===== src/rtl/enc_pkg.sv =====
// Shared definitions for the N-to-log2(N) streaming encoder.
//   - mode selectors (STRICT one-hot, PRIO priority, SCAN serialise)
//   - controller state enum
//   - default error-counter width and its saturation value
package enc_pkg;

  localparam int ENC_STRICT = 0;
  localparam int ENC_PRIO   = 1;
  localparam int ENC_SCAN   = 2;

  typedef enum logic {
    IDLE = 1'b0,
    SCAN = 1'b1
  } enc_state_t;

  localparam int                        ENC_CNT_W_DEF   = 8;
  localparam logic [ENC_CNT_W_DEF-1:0]  ENC_CNT_MAX_DEF = '1;

endpackage


===== src/rtl/encoder_nx_stream_priority_pick.sv =====
// priority_pick: combinational first-set-bit finder.
//   vec    : input vector
//   idx    : index of the winning bit (highest if PRIO_MSB, else lowest); 0 if none
//   any    : at least one bit set
//   onehot : exactly one bit set
module priority_pick #(
  parameter  int N        = 8,
  parameter  bit PRIO_MSB = 1'b0,
  localparam int W        = $clog2(N)
) (
  input  logic [N-1:0] vec,
  output logic [W-1:0] idx,
  output logic         any,
  output logic         onehot
);

  // The loop walks toward the preferred end so the last hit is the winner.
  always_comb begin
    idx = '0;
    if (PRIO_MSB) begin
      for (int i = 0; i < N; i++)
        if (vec[i]) idx = W'(i);
    end else begin
      for (int i = N - 1; i >= 0; i--)
        if (vec[i]) idx = W'(i);
    end
  end

  assign any    = |vec;
  // Clearing the lowest set bit leaves zero only for a single-bit vector.
  assign onehot = any && ((vec & (vec - N'(1))) == '0);

endmodule


===== src/rtl/encoder_nx_stream.sv =====
// encoder_nx_stream: N-input to log2(N)-bit encoder with valid/ready on both
// sides and a registered output beat.
//   clk, rst           : clock, synchronous active-high reset
//   in_valid/in_ready  : input handshake, in_data is the request vector
//   out_valid/out_ready: output handshake for out_code/out_err/out_last
//   err_clr / err_cnt  : clear and saturating count of transferred error beats
// MODE selects STRICT one-hot, PRIO priority, or SCAN (one beat per set bit).
module encoder_nx_stream
  import enc_pkg::*;
#(
  parameter  int N        = 8,
  parameter  int MODE     = ENC_STRICT,
  parameter  int PRIO_MSB = 0,
  parameter  int CNT_W    = ENC_CNT_W_DEF,
  localparam int W        = $clog2(N)
) (
  input  logic             clk,
  input  logic             rst,
  input  logic             in_valid,
  output logic             in_ready,
  input  logic [N-1:0]     in_data,
  output logic             out_valid,
  input  logic             out_ready,
  output logic [W-1:0]     out_code,
  output logic             out_err,
  output logic             out_last,
  input  logic             err_clr,
  output logic [CNT_W-1:0] err_cnt
);

  localparam logic [CNT_W-1:0] CNT_MAX = '1;

  enc_state_t       state_q, state_d;
  logic [N-1:0]     pend_q, pend_d;
  logic             out_valid_q, out_valid_d;
  logic [W-1:0]     code_q, code_d;
  logic             err_q, err_d;
  logic             last_q, last_d;
  logic [CNT_W-1:0] cnt_q, cnt_d;

  logic [W-1:0] in_idx, pend_idx;
  logic         in_any, in_onehot, pend_any, pend_onehot;
  logic         in_xfer, out_xfer;

  priority_pick #(.N(N), .PRIO_MSB(PRIO_MSB != 0)) u_pick_in (
    .vec(in_data), .idx(in_idx), .any(in_any), .onehot(in_onehot)
  );

  priority_pick #(.N(N), .PRIO_MSB(PRIO_MSB != 0)) u_pick_pend (
    .vec(pend_q), .idx(pend_idx), .any(pend_any), .onehot(pend_onehot)
  );

  assign in_ready = !rst && (state_q == IDLE) && (!out_valid_q || out_ready);
  assign in_xfer  = in_valid && in_ready;
  assign out_xfer = out_valid_q && out_ready;

  always_comb begin
    state_d     = state_q;
    pend_d      = pend_q;
    out_valid_d = out_valid_q;
    code_d      = code_q;
    err_d       = err_q;
    last_d      = last_q;

    if (out_xfer) out_valid_d = 1'b0;

    if (in_xfer) begin
      out_valid_d = 1'b1;
      // Anything that is not a clean hit reports code 0 with the error flag.
      code_d = '0;
      err_d  = 1'b1;
      last_d = 1'b1;
      case (MODE)
        ENC_STRICT: if (in_onehot) begin
          code_d = in_idx;
          err_d  = 1'b0;
        end
        ENC_PRIO: if (in_any) begin
          code_d = in_idx;
          err_d  = 1'b0;
        end
        ENC_SCAN: if (in_any) begin
          code_d = in_idx;
          err_d  = 1'b0;
          pend_d = in_data & ~(N'(1) << in_idx);
          last_d = in_onehot;
          if (!in_onehot) state_d = SCAN;
        end
        default: ;
      endcase
    end else if (state_q == SCAN && out_xfer && pend_any) begin
      // Next beat replaces the one just taken; the final beat returns to
      // IDLE right away so the next vector can be taken as it drains.
      out_valid_d = 1'b1;
      code_d      = pend_idx;
      err_d       = 1'b0;
      pend_d      = pend_q & ~(N'(1) << pend_idx);
      last_d      = pend_onehot;
      if (pend_onehot) state_d = IDLE;
    end
  end

  // Clear wins over a coinciding increment.
  always_comb begin
    cnt_d = cnt_q;
    if (err_clr)                                  cnt_d = '0;
    else if (out_xfer && err_q && cnt_q != CNT_MAX) cnt_d = cnt_q + 1'b1;
  end

  always_ff @(posedge clk) begin
    if (rst) begin
      state_q     <= IDLE;
      pend_q      <= '0;
      out_valid_q <= 1'b0;
      code_q      <= '0;
      err_q       <= 1'b0;
      last_q      <= 1'b0;
      cnt_q       <= '0;
    end else begin
      state_q     <= state_d;
      pend_q      <= pend_d;
      out_valid_q <= out_valid_d;
      code_q      <= code_d;
      err_q       <= err_d;
      last_q      <= last_d;
      cnt_q       <= cnt_d;
    end
  end

  assign out_valid = out_valid_q;
  assign out_code  = code_q;
  assign out_err   = err_q;
  assign out_last  = last_q;
  assign err_cnt   = cnt_q;

endmodule


===== config.mk =====
export PLATFORM = sky130hd
export DESIGN_NAME = encoder_nx_stream
export DESIGN_NICKNAME = d
export VERILOG_FILES = /design/src/rtl/enc_pkg.sv /design/src/rtl/encoder_nx_stream_priority_pick.sv /design/src/rtl/encoder_nx_stream.sv
export SDC_FILE = /design/constraint.sdc
export NUM_CORES = 1
export LEC_CHECK = 0
export ABC_AREA = 1
export BUFFER_PORTS_ARGS = -buffer_cell sky130_fd_sc_hd__buf_2
export CORE_MARGIN = 8
export CORE_UTILIZATION = 40
export DETAILED_ROUTE_END_ITERATION = 10
export PLACE_DENSITY_LB_ADDON = 0.25
export REMOVE_ABC_BUFFERS = 1
export SLEW_MARGIN = 20
export SYNTH_ARGS = -nofsm -noshare
export SYNTH_HDL_FRONTEND = slang
export SYNTH_SLANG_ARGS = --single-unit
export TNS_END_PERCENT = 50

===== constraint.sdc =====
create_clock -name clk -period 1.65 [get_ports clk]
set_input_delay 0.0825 -clock clk [delete_from_list [all_inputs] [get_ports clk]]
set_output_delay 0.0825 -clock clk [all_outputs]
set_load 0.05 [all_outputs]

## Word level (Yosys, flattened, before mapping)

Cells that the tools add are included.

| storage, ports and cells | value |
|---|---|
| output and inout port bits | 15 |
| register bits | 14 |
| word-level logic and storage cells | 37 |

| operators by class | value |
|---|---|
| multiplexer cells | 15 |
| equal/unequal tests | 1 |
| bitwise gates (word level) | 1 |
| $add $sub $neg | 2 |
| reductions and logical operators | 13 |

Operators with widths:

| cell | count |
|---|---|
| 3-bit 2-to-1 mux | 10 |
| 8-bit by 1-bit adder with 8-bit output, second input constant | 1 |
| 8-bit AND | 1 |
| 8-bit logical NOT | 1 |
| 8-bit inequality test, second input constant | 1 |
| 8-bit OR reduction | 1 |
| 8-bit by 1-bit subtractor with 8-bit output, second input constant | 1 |
| 1-bit logical AND | 6 |
| 1-bit 2-to-1 mux | 5 |
| 3-bit nonzero test | 1 |
| 1-bit logical NOT | 2 |
| 2-bit OR reduction | 1 |
| 1-bit logical OR | 1 |

## Logic depth before layout (Yosys ltp)

| depth | value |
|---|---|
| word-level depth | 10 |
| gate-level depth with buffers | 9 |
| depth with buffers taken out | 9 |

## By module

From an unflattened synthesis, not the netlist that was laid out.

| second synthesis, totals | value |
|---|---|
| cell total of the unflattened synthesis | 128 |
| area total of the unflattened synthesis | 812.0 um2 |

Modules (own cells, without submodules):

| module | times used | cells an instance | area an instance (um2) | sequential area each (um2) |
|---|---|---|---|---|
| encoder_nx_stream | 1 | 91 | 634.4 | 280.3 |
| priority_pick | 1 | 37 | 177.7 | 0.0 |

## Worst setup path before layout

No wires, ideal clock.

| timing path | value |
|---|---|
| path kind | reg-to-reg |
| start point | reg cnt_q[0] (netlist: err_cnt[0]) |
| end point | reg cnt_q[0] (netlist: err_cnt[0]) |
| arrival | 1551 ps |
| slack | -48 ps |
| library setup time | 148 ps |
| cell stages (with the launch flop) | 9 |
| required time | 1502 ps |
| cell sequence | dfxtp_1 ha_1 inv_1 nor3_2 nand2_2 nand2_4 inv_4 o21ai_0 a21oi_1 |

| on the way | value |
|---|---|
| cells in the longest elaborated chain, start to end | 2 |
| elaborated cells between the ends (all ways) | 3 |
| classes of those cells | add/sub (1); eq/ne (1); reduce/logical (1) |

Ends and longest elaborated chain:

| what | RTL line | RTL |
|---|---|---|
| start: declaration | encoder_nx_stream.sv:39 | `logic [CNT_W-1:0] cnt_q, cnt_d;` |
| start signal: assignment | encoder_nx_stream.sv:126 | `cnt_q <= cnt_d;` |
| branches (longest 2 deep; another with 8-bit by 1-bit adder with 8-bit output) | - |  |

Parallel ways; which one is timed is not known.
A chain may end at the register's enable or synchronous reset.

## Final worst setup path

Ends and elaborated chain as after synthesis.

==> impl_metrics.csv <==
group,metric,value,unit
hold_path,hold_start,"in_valid",
sta,fmax,715.7,MHz
sta,period_share,0.8468,
synthesis,ys_seq_area_frac,0.3462,
layout,nNetsFinal,173,
synthesis,synth.distinct_cells,21,
sta,hold_ws,29.38,ps
routing,routedWlPerCell,10.02,um
critical_path,cp-startpoint,"err_cnt[0]",
sta,slew_viol_final,0,
cts,post_cts_resized,0,
critical_path,rrSetupSlack,250,ps
synthesis,synthMuxAreaShare,0,
cts,clk_pin_slew,90,ps
die,chipHeight,60.99,um
synthesis,syn_avg_cell_area,6.324,um2
routing,drtIter0Drc,16,
placement,hpwl,1512,um
pwr,finalPower,0.7139,mW
synthesis,synth_common_cells,"nand2_1, nor2_1, inv_1",
layout,fin_util,0.5200,
flow_run,maxCapViolCount,0,
sta,finClkSkew,5.821,ps
pwr,power.leakage,0.4845,nW
synthesis,synthArstFlopShare,0,
die,ios,28,
cts,cts_setup_buffers,0,
cts,ctsLongestPathBuffers,2,
synthesis,synth_edf_count,0,
hold_path,whs_path_depth,3,
critical_path,reg2reg_to,"err_cnt[0]",
synthesis,yosysTopAreaCell,"dfxtp_1",
sta,fin_crit,1397,ps
pwr,power_per_cell_area,707.0,nW/um2
die,num_rows,16,
cts,numCtsBuffers,3,
routing,vias_per_cell,4.568,
critical_path,cp.required,1830,ps
layout,area_growth,24.73,%
critical_path,path_max_fanout,10,
synthesis,yosysTopAreaCellShare,0.3462,
synthesis,synth_xor_area_frac,0.03246,
sta,finalHoldViolations,0,
routing,via_count,845,
pwr,p_sw_frac,0.2817,
critical_path,reg2reg_from,"err_cnt[0]",
synthesis,ys.flop_type,"dfxtp_1",
layout,diodes,0,
hold_path,min_to,"out_valid",
sta,fin_ws,252.8,ps
placement,port_buffers,27,
global_routing,grt_pass1_wl,3174,um
critical_path,critPathKind,"reg -> reg",
global_routing,track_usage,0.1141,
pwr,switchingPower,0.2011,mW
routing,first_pass_iters,4,
outcome,outcome,"complete, no violations",
routing,wl,1853,um
cts,cts_tree,"yes",
synthesis,synth-seq-cells,14,
synthesis,synth-simple-area-share,0.3988,
synthesis,synth_compound_area_frac,0.1051,
die,dieArea,3719,um2
critical_path,start_kind,"flip-flop",
critical_path,cp-end-kind,"flip-flop",
cts,hold_buffers,0,
synthesis,synth_area_leaders,"dfxtp_1, nand2_1, nor2_1",
cts,root_buffer,"clkbuf_4",
synthesis,yosysWarnings,0,
critical_path,reg2reg_depth,8,
synthesis,synth_top_family_by_area,"simple AND/OR/NAND/NOR gates",
die,core_area,1942,um2
cts,clock_sinks,14,
routing,ant_nets,0,
synthesis,syn_inst,128,
sta,setup-tns-final,0,ps
layout,post-route-cell-area,1010,um2
pwr,max-vdd-ir-drop,0.4667,mV
sta,relSlewSlack,0.7472,
placement,dp_slack,263.0,ps
layout,fillers,223,
placement,dp_cells,181,
die,start_util,0.4169,
routing,drc,0,
hold_path,min_path_type,"in -> reg",
pwr,combPwrFrac,0.159,
synthesis,synth_fa_ha_area_frac,0.01546,
sta,rsz0062_at_grt,"false",
sta,setup_violations,0,
global_routing,overflow,0,
cts,clkLatencyLatePin,280,ps
critical_path,crit_arrival,1570,ps
pwr,p_int,0.5127,mW
synthesis,synth.most_common_cell,"nand2_1",
cts,cts-htree-levels,1,
sta,worstMarginPinSlew,375.8,ps
layout,drive_gt1_frac,0.2532,
pwr,seqPwrFrac,0.490,
layout,fin_cells,185,
synthesis,netlist_area,809.5,um2
global_routing,grt_pass1_vias,797,
global_routing,antenna_found_initial,0,
placement,gp_congestion,0.7974,
global_routing,grt_max_degree,11,
pwr,p_clk_frac,0.351,
placement,dpl_cell_area,973.4,um2
die,fp.dieW,60.99,um
[placed cells by master (no fill, tap or decap)]
| cell | count |
|---|---|
| o21ai_0 | 6 |
| buf_2 | 27 |
| inv_1 | 18 |
| nand2_1 | 35 |
| nor2_1 | 19 |
| nand4_1 | 2 |
| nand3_1 | 4 |
| ha_1 | 1 |
| inv_4 | 1 |
| xor2_1 | 2 |
| nand2_4 | 1 |
| clkbuf_4 | 3 |
| nand3b_1 | 2 |
| dfxtp_1 | 14 |
| a21oi_1 | 11 |
| nor3_2 | 2 |
| nor3_1 | 2 |
| clkbuf_8 | 1 |
| nor2_2 | 2 |
| nor4_1 | 1 |
| nand2_2 | 2 |
| xnor2_1 | 1 |
| inv_2 | 1 |
[power by group through the flow]
stage / Sequential (mW) / Clock, mW / Combinational, mW
CTS: 0.350 / 0.260 / 0.114
global route: 0.351 / 0.279 / 0.125
floorplan: 0.382 / 0 / 0.0491
detailed placement: 0.357 / 0 / 0.114
global placement: 0.357 / 0 / 0.112
finish: 0.350 / 0.251 / 0.114
[kinds of logic (layout without fill, tap and decap cells)]
kind of cell,count (synthesis),count (layout)
simple gates,72,72
compound gates,17,17
xor+xnor,3,3
buf+inv,21,51
fa+ha+maj,1,1
flops,14,14
[area by class of cell]
type                       count  area, um2  share of cell area
tap                           27      33.78             0.03346
timing repair buffer          27      135.1              0.1338
sequential                    14      280.3              0.2776
multi-input combinational     93      446.7              0.4424
clock buffer                   4      36.28             0.03594
inverter                      20      77.57             0.07683
[per-layer routing]
metal,track usage,vias up,wire length [um]
li1,-,461,-
met1,0.1336,358,878
met2,0.1735,22,795
met3,0.05932,4,160
met4,0.03987,0,19
met5,0,-,0
[state kept, by name (all words and copies together) (netlist names)]
name and flops:
err_cnt 8, out_code 3, out_err 1, out_last 1
out_valid 1
[how the worst max path moves through the flow]
| stage | endpoint | slack [ps] | depth (start not counted) |
|---|---|---|---|
| global route | err_cnt[3] | 60 | 9 |
| floorplan | err_cnt[0] | -50 | 8 |
| finish | err_cnt[0] | 250 | 8 |
| CTS | err_cnt[0] | 250 | 8 |
| global placement | err_cnt[0] | 300 | 8 |
| detailed placement | err_cnt[0] | 260 | 8 |
[worst max-delay path: stages (launching register included)]
cell and delay [ps]:
dfxtp_1 420, ha_1 170, inv_1 70, nor3_2 180
nand2_2 90, nand2_4 100, inv_4 60, o21ai_0 140
a21oi_1 50
(Power assumes the default switching activity.)
